$ cat src/rtl/mac_stream_src.sv
// mac_stream_src: buffers operand pairs, streams them to the MAC with valid/ready/last,
// then waits (bounded) for the accumulated result beat and captures it with its flags.
module mac_stream_src #(
    parameter int int_a   = 6,
    parameter int frac_a  = 8,
    parameter int int_b   = 6,
    parameter int frac_b  = 8,
    parameter int DEPTH   = 16,
    parameter int ADDR_W  = 4,
    parameter int TIMEOUT = 64,
    localparam int AW       = int_a + frac_a,
    localparam int BW       = int_b + frac_b,
    localparam int out_int  = 2 * ((int_a > int_b) ? int_a : int_b),
    localparam int out_frac = 2 * ((frac_a > frac_b) ? frac_a : frac_b),
    localparam int RW       = out_int + out_frac
) (
    input  logic              clock,
    input  logic              rstn,
    input  logic              wr_en,
    input  logic [ADDR_W-1:0] wr_addr,
    input  logic [AW-1:0]     wr_a,
    input  logic [BW-1:0]     wr_b,
    input  logic              start,
    input  logic [ADDR_W-1:0] len,
    output logic              busy,
    output logic              done,
    output logic [AW-1:0]     a,
    output logic [BW-1:0]     b,
    output logic              valid_o,
    output logic              last_o,
    input  logic              ready_i,
    input  logic [RW-1:0]     result_i,
    input  logic              valid_i,
    output logic              ready_o,
    input  logic              overflow_i,
    input  logic              underflow_i,
    output logic [RW-1:0]     result,
    output logic              ovf,
    output logic              unf,
    output logic              timeout_o
);
    localparam int CW = $clog2(TIMEOUT + 1);
    localparam logic [CW-1:0] C_LAST = CW'(TIMEOUT - 1);

    typedef enum logic [1:0] {S_IDLE, S_SEND, S_WAIT, S_FIN} state_t;

    state_t            r_state;
    logic [ADDR_W-1:0] r_len;
    logic [ADDR_W-1:0] r_idx;
    logic [CW-1:0]     r_cnt;
    logic [AW-1:0]     r_mem_a [DEPTH];
    logic [BW-1:0]     r_mem_b [DEPTH];
    logic [ADDR_W-1:0] w_nxt;

    assign w_nxt = r_idx + 1'b1;

    // Buffer has no reset so contents survive an aborted transaction.
    always_ff @(posedge clock) begin
        if (r_state == S_IDLE && wr_en) begin
            r_mem_a[wr_addr] <= wr_a;
            r_mem_b[wr_addr] <= wr_b;
        end
    end

    always_ff @(posedge clock or negedge rstn) begin
        if (!rstn) begin
            r_state   <= S_IDLE;
            r_len     <= '0;
            r_idx     <= '0;
            r_cnt     <= '0;
            busy      <= 1'b0;
            done      <= 1'b0;
            valid_o   <= 1'b0;
            last_o    <= 1'b0;
            ready_o   <= 1'b0;
            result    <= '0;
            ovf       <= 1'b0;
            unf       <= 1'b0;
            timeout_o <= 1'b0;
            a         <= '0;
            b         <= '0;
        end else begin
            done <= 1'b0;
            case (r_state)
                S_IDLE: if (start) begin
                    r_len     <= len;
                    r_idx     <= '0;
                    busy      <= 1'b1;
                    timeout_o <= 1'b0;
                    valid_o   <= 1'b1;
                    a         <= r_mem_a['0];
                    b         <= r_mem_b['0];
                    last_o    <= (len == '0);
                    r_state   <= S_SEND;
                end
                // valid_o is always high in SEND, so ready_i alone marks a transfer.
                S_SEND: if (ready_i) begin
                    if (last_o) begin
                        valid_o <= 1'b0;
                        last_o  <= 1'b0;
                        ready_o <= 1'b1;
                        r_cnt   <= '0;
                        r_state <= S_WAIT;
                    end else begin
                        r_idx  <= w_nxt;
                        a      <= r_mem_a[w_nxt];
                        b      <= r_mem_b[w_nxt];
                        last_o <= (w_nxt == r_len);
                    end
                end
                S_WAIT: if (valid_i) begin
                    result  <= result_i;
                    ovf     <= overflow_i;
                    unf     <= underflow_i;
                    ready_o <= 1'b0;
                    busy    <= 1'b0;
                    done    <= 1'b1;
                    r_state <= S_FIN;
                end else if (r_cnt == C_LAST) begin
                    timeout_o <= 1'b1;
                    ready_o   <= 1'b0;
                    busy      <= 1'b0;
                    done      <= 1'b1;
                    r_state   <= S_FIN;
                end else begin
                    r_cnt <= r_cnt + 1'b1;
                end
                S_FIN:   r_state <= S_IDLE;
                default: r_state <= S_IDLE;
            endcase
        end
    end
endmodule

$ cat config.mk
export PLATFORM = sky130hd
export DESIGN_NAME = mac_stream_src
export DESIGN_NICKNAME = d
export VERILOG_FILES = /design/src/rtl/mac_stream_src.sv
export SDC_FILE = /design/constraint.sdc
export NUM_CORES = 1
export LEC_CHECK = 0
export ABC_AREA = 1
export CAP_MARGIN = 5
export CORE_MARGIN = 5
export CORE_UTILIZATION = 53
export DETAILED_ROUTE_END_ITERATION = 8
export PLACE_DENSITY = 0.8
export SLEW_MARGIN = 10
export SYNTH_ARGS = -nofsm -noshare
export SYNTH_HDL_FRONTEND = slang
export SYNTH_SLANG_ARGS = --single-unit
$ cat constraint.sdc
create_clock -name clock -period 2.65 [get_ports clock]
set_input_delay 0.3975 -clock clock [delete_from_list [all_inputs] [get_ports clock]]
set_output_delay 0.3975 -clock clock [all_outputs]
set_load 0.05 [all_outputs]
==> impl_metrics.csv, run 1 <==
group,metric,value,unit
outcome,run_status,"complete, no violations",
sta,tns,0,ns
yosys,avgSynthCellArea,11.5,um^2
sta,finClkSkew,0.0221,ns
power,switchingPower,10.7,mW
final_layout,final_cells,2576,
route,antenna_left,0,
floorplan,die_h,212,um
place,gp_congestion,0.882,
sta,fin_crit_sh,86.4,%
floorplan,core.rowCount,73,
grt,antenna_found_initial,1,
yosys,ys_async_sr_fraction,15.3,%
floorplan,die_x,212,um
yosys,synth_nets,1950,
sta,rsz0062_at_grt,"false",
power,p_int,17.4,mW
clocking,clkSinkCount,529,
floorplan,die-area,44800,um^2
clocking,root_buffer,"clkbuf_16",
clocking,cts.repair.resized,0,
yosys,synth-seq-cells,529,
grt,grt_overflow_total,0,
critical_path,critPathCaptureType,"flip-flop",
sta,clock.fmax,437,MHz
grt,grt_max_degree,103,
sta,setup_slack,0.360,ns
grt,grt_util_all_layers,24.3,%
yosys,ys_top_cells_by_area,"edfxtp_1, nand2_1, dfrtp_1",
clocking,cts_buffer_depth,3,
sta,holdWs,0.365,ns
final_layout,area_delta_synth_final,18.8,%
route,drcViolationCount,0,
yosys,synth-edff-count,448,
critical_path,critPathMaxStageDelay,0.41,ns
yosys,ys.flop_type,"edfxtp_1",
floorplan,io_pins,136,
sta,finalHoldViolations,0,
clocking,insertion_delay,0.60,ns
power,power_frac_clock,25.5,%
yosys,yosys.area.top_type_share,62.5,%
power,combPwrFrac,38.3,%
final_layout,post-route-cell-area,25600,um^2
clocking,h-tree-depth,2,
yosys,synth_top_cell_by_area,"edfxtp_1",
final_layout,final_nets,2085,
sta,fin_crit,2.29,ns
critical_path,cp_common_cell,"inv_1",
power,ir_drop,0.000820,V
power,power_density,1100,nW/um^2
power,p_leak,9.53,nW
job,maxCapViolCount,0,
final_layout,fillers,2896,
clocking,cts_hold_repair.buffers,1,
yosys,syn_area,21500,um^2
critical_path,r2r_cells,7,
clocking,cts_tree,"done",
place,place_hpwl,32400,um
yosys,ys_seq_area_share,71.9,%
critical_path,critPathMaxFanout,20,
final_layout,final_util,64.0,%
power,seqPwrFrac,36.2,%
critical_path,required,2.91,ns
power,switching_share,38.0,%
clocking,cts_setup_buffers,0,
place,place_ws,0.355,ns
min_path,worst_hold_path_type,"in -> async",
final_layout,drive_gt1_share,9.12,%
critical_path,crit_slowest_cell,"dfrtp_1",
yosys,yosysWarningCount,0,
place,dp_cells,2477,
place,place_area,23900,um^2
route,vias,14900,
sta,worstMarginPinSlew,0.814,ns
route,drt_wl_total,54000,um
critical_path,path_cells,"inv_1, ha_1, nand2_1, inv_1, nand3_1, nor2_4, buf_4",
grt,grt_pass1_wl,84800,um
floorplan,design.core.area,40000,um^2
route,vias_per_cell,5.80,
clocking,clkTransAtPathRegs,0.06,ns
route,drtIter0Drc,1835,
critical_path,cp-start-kind,"flip-flop",
sta,setup_violations,0,
floorplan,start_util,53.8,%
yosys,synth.distinct_cells,26,
power,fin_total_pwr,28.0,mW
critical_path,cp.arrival,2.55,ns
sta,relSlewSlack,45.6,%
grt,grt_pass1_vias,15200,
route,firstDrtPassIters,6,
yosys,synthCells,1872,
place,numPortBuffers,135,
route,wl_per_cell,21.0,um
critical_path,critical_path_class,"reg -> reg",
clocking,cts_made_buffers,52,
sta,slew_violations,0,
-- synthesized netlist by cell type (4+ instances only) --
master / instances
a21oi_1: 58
buf_1: 5
buf_2: 57
buf_4: 15
clkbuf_1: 30
dfrtp_1: 81
edfxtp_1: 448
ha_1: 6
inv_1: 28
inv_2: 4
mux2_2: 30
nand2_1: 664
nand3_1: 350
nor2_1: 58
o21ai_0: 20
xor2_1: 4
-- per-layer routing --
layer | wire [um] | track usage [%] | vias up | part of all wire (%)
met1 | 20400 | 31.4 | 7257 | 38
met5 | 7 | 0 | - | 0.013
met3 | 4790 | 3.87 | 136 | 8.9
li1 | - | - | 6760 | -
met4 | 1970 | 10.0 | 2 | 3.7
met2 | 26800 | 41.3 | 793 | 50
-- area by class of cell --
cell class	count	area, um^2	area share, %
antenna	1	2.50	0.00978
clock buffer	68	1400	5.48
clock inverter	29	249	0.973
inverter	32	126	0.494
multi-input combinational	1202	5560	21.7
sequential	529	15500	60.5
tap	525	657	2.57
timing repair buffer	190	2110	8.26
-- layout by cell type (no fill, tap or decap), types with 2 or more instances in the layout --
cell type,count
a21oi_1,58
xor2_1,2
clkbuf_8,2
o21ai_0,20
nor2_4,16
nor2_1,42
ha_1,5
nand2_2,2
nand3_1,350
inv_1,28
edfxtp_1,448
clkbuf_1,13
clkinv_2,13
inv_2,2
buf_12,28
bufinv_16,4
o22ai_1,2
nand2_1,662
dfrtp_1,80
clkbuf_16,53
nand3b_1,2
buf_4,27
clkdlybuf4s50_1,134
mux2_2,30
clkinv_1,11
-- power groups by stage --
stage               clock, mW  combinational, mW  sequential (mW)
floorplan                   0               5.44             11.9
global placement            0               10.3             10.3
global route             7.60               11.7             10.2
CTS                      7.25               10.7             10.2
detailed placement          0               10.6             10.3
finish                   7.15               10.7             10.2
-- registers in the layout, indices dropped and copies added, names as in the netlist --
register / cells
valid_o: 1
busy: 1
a: 14
done: 1
last_o: 1
r_len: 4
r_idx: 4
unf: 1
r_cnt: 7
ready_o: 1
ovf: 1
result: 28
r_mem_b: 224
timeout_o: 1
r_state: 2
b: 14
r_mem_a: 224
-- worst paths after layout --
path,slack [ns],endpoint,from
setup reg to reg,0.36,r_mem_b[8][11]$_DFFE_PP_,r_state[1]$_DFFE_PN0P_
max in group asynchronous,1.67,b[11]$_DFFE_PN0P_,rstn
min in group clock,0.42,ovf$_DFFE_PN0P_,overflow_i
setup / recovery,0.36,r_mem_b[8][11]$_DFFE_PP_,r_state[1]$_DFFE_PN0P_
hold reg to reg,0.50,busy$_DFFE_PN0P_,busy$_DFFE_PN0P_
hold / removal,0.36,result[19]$_DFFE_PN0P_,rstn
-- cells by family (layout without fill, tap and decap cells) --
logic type / count (synthesis) / after routing / share of synthesized area, %
simple gates: 1076 / 1076 / 20.8
flops: 529 / 529 / 71.9
buf+inv: 141 / 319 / 3.12
compound gates: 85 / 85 / 2.05
mux: 30 / 30 / 1.57
fa+ha+maj: 6 / 6 / 0.349
xor+xnor: 5 / 5 / 0.203
other cells: 0 / 1 / 0
-- worst max-delay path: cells and delay by family, from the launching register on --
family                     cells  cell delay, ns
DFF                            1            0.41
buffers and inverters          3            0.60
adders and majority gates      1            0.26
and+or+nand+nor                3            0.68
No activity file was read; power rests on OpenSTA's default activity.
==> inputs of run 2 (changes only) <==
Settings changed: CAP_MARGIN 5 to 20, TNS_END_PERCENT set to 5.
==> results of run 2 <==
The final DEF is identical to that of run 1; final timing and power are the same.
==> inputs of run 3 (changes only) <==
Settings changed: CAP_MARGIN 20 to not set, SETUP_SLACK_MARGIN set to 0.2, SLEW_MARGIN 10 to 20.
==> results of run 3 <==
The final DEF is identical to that of run 1; final timing and power are the same.
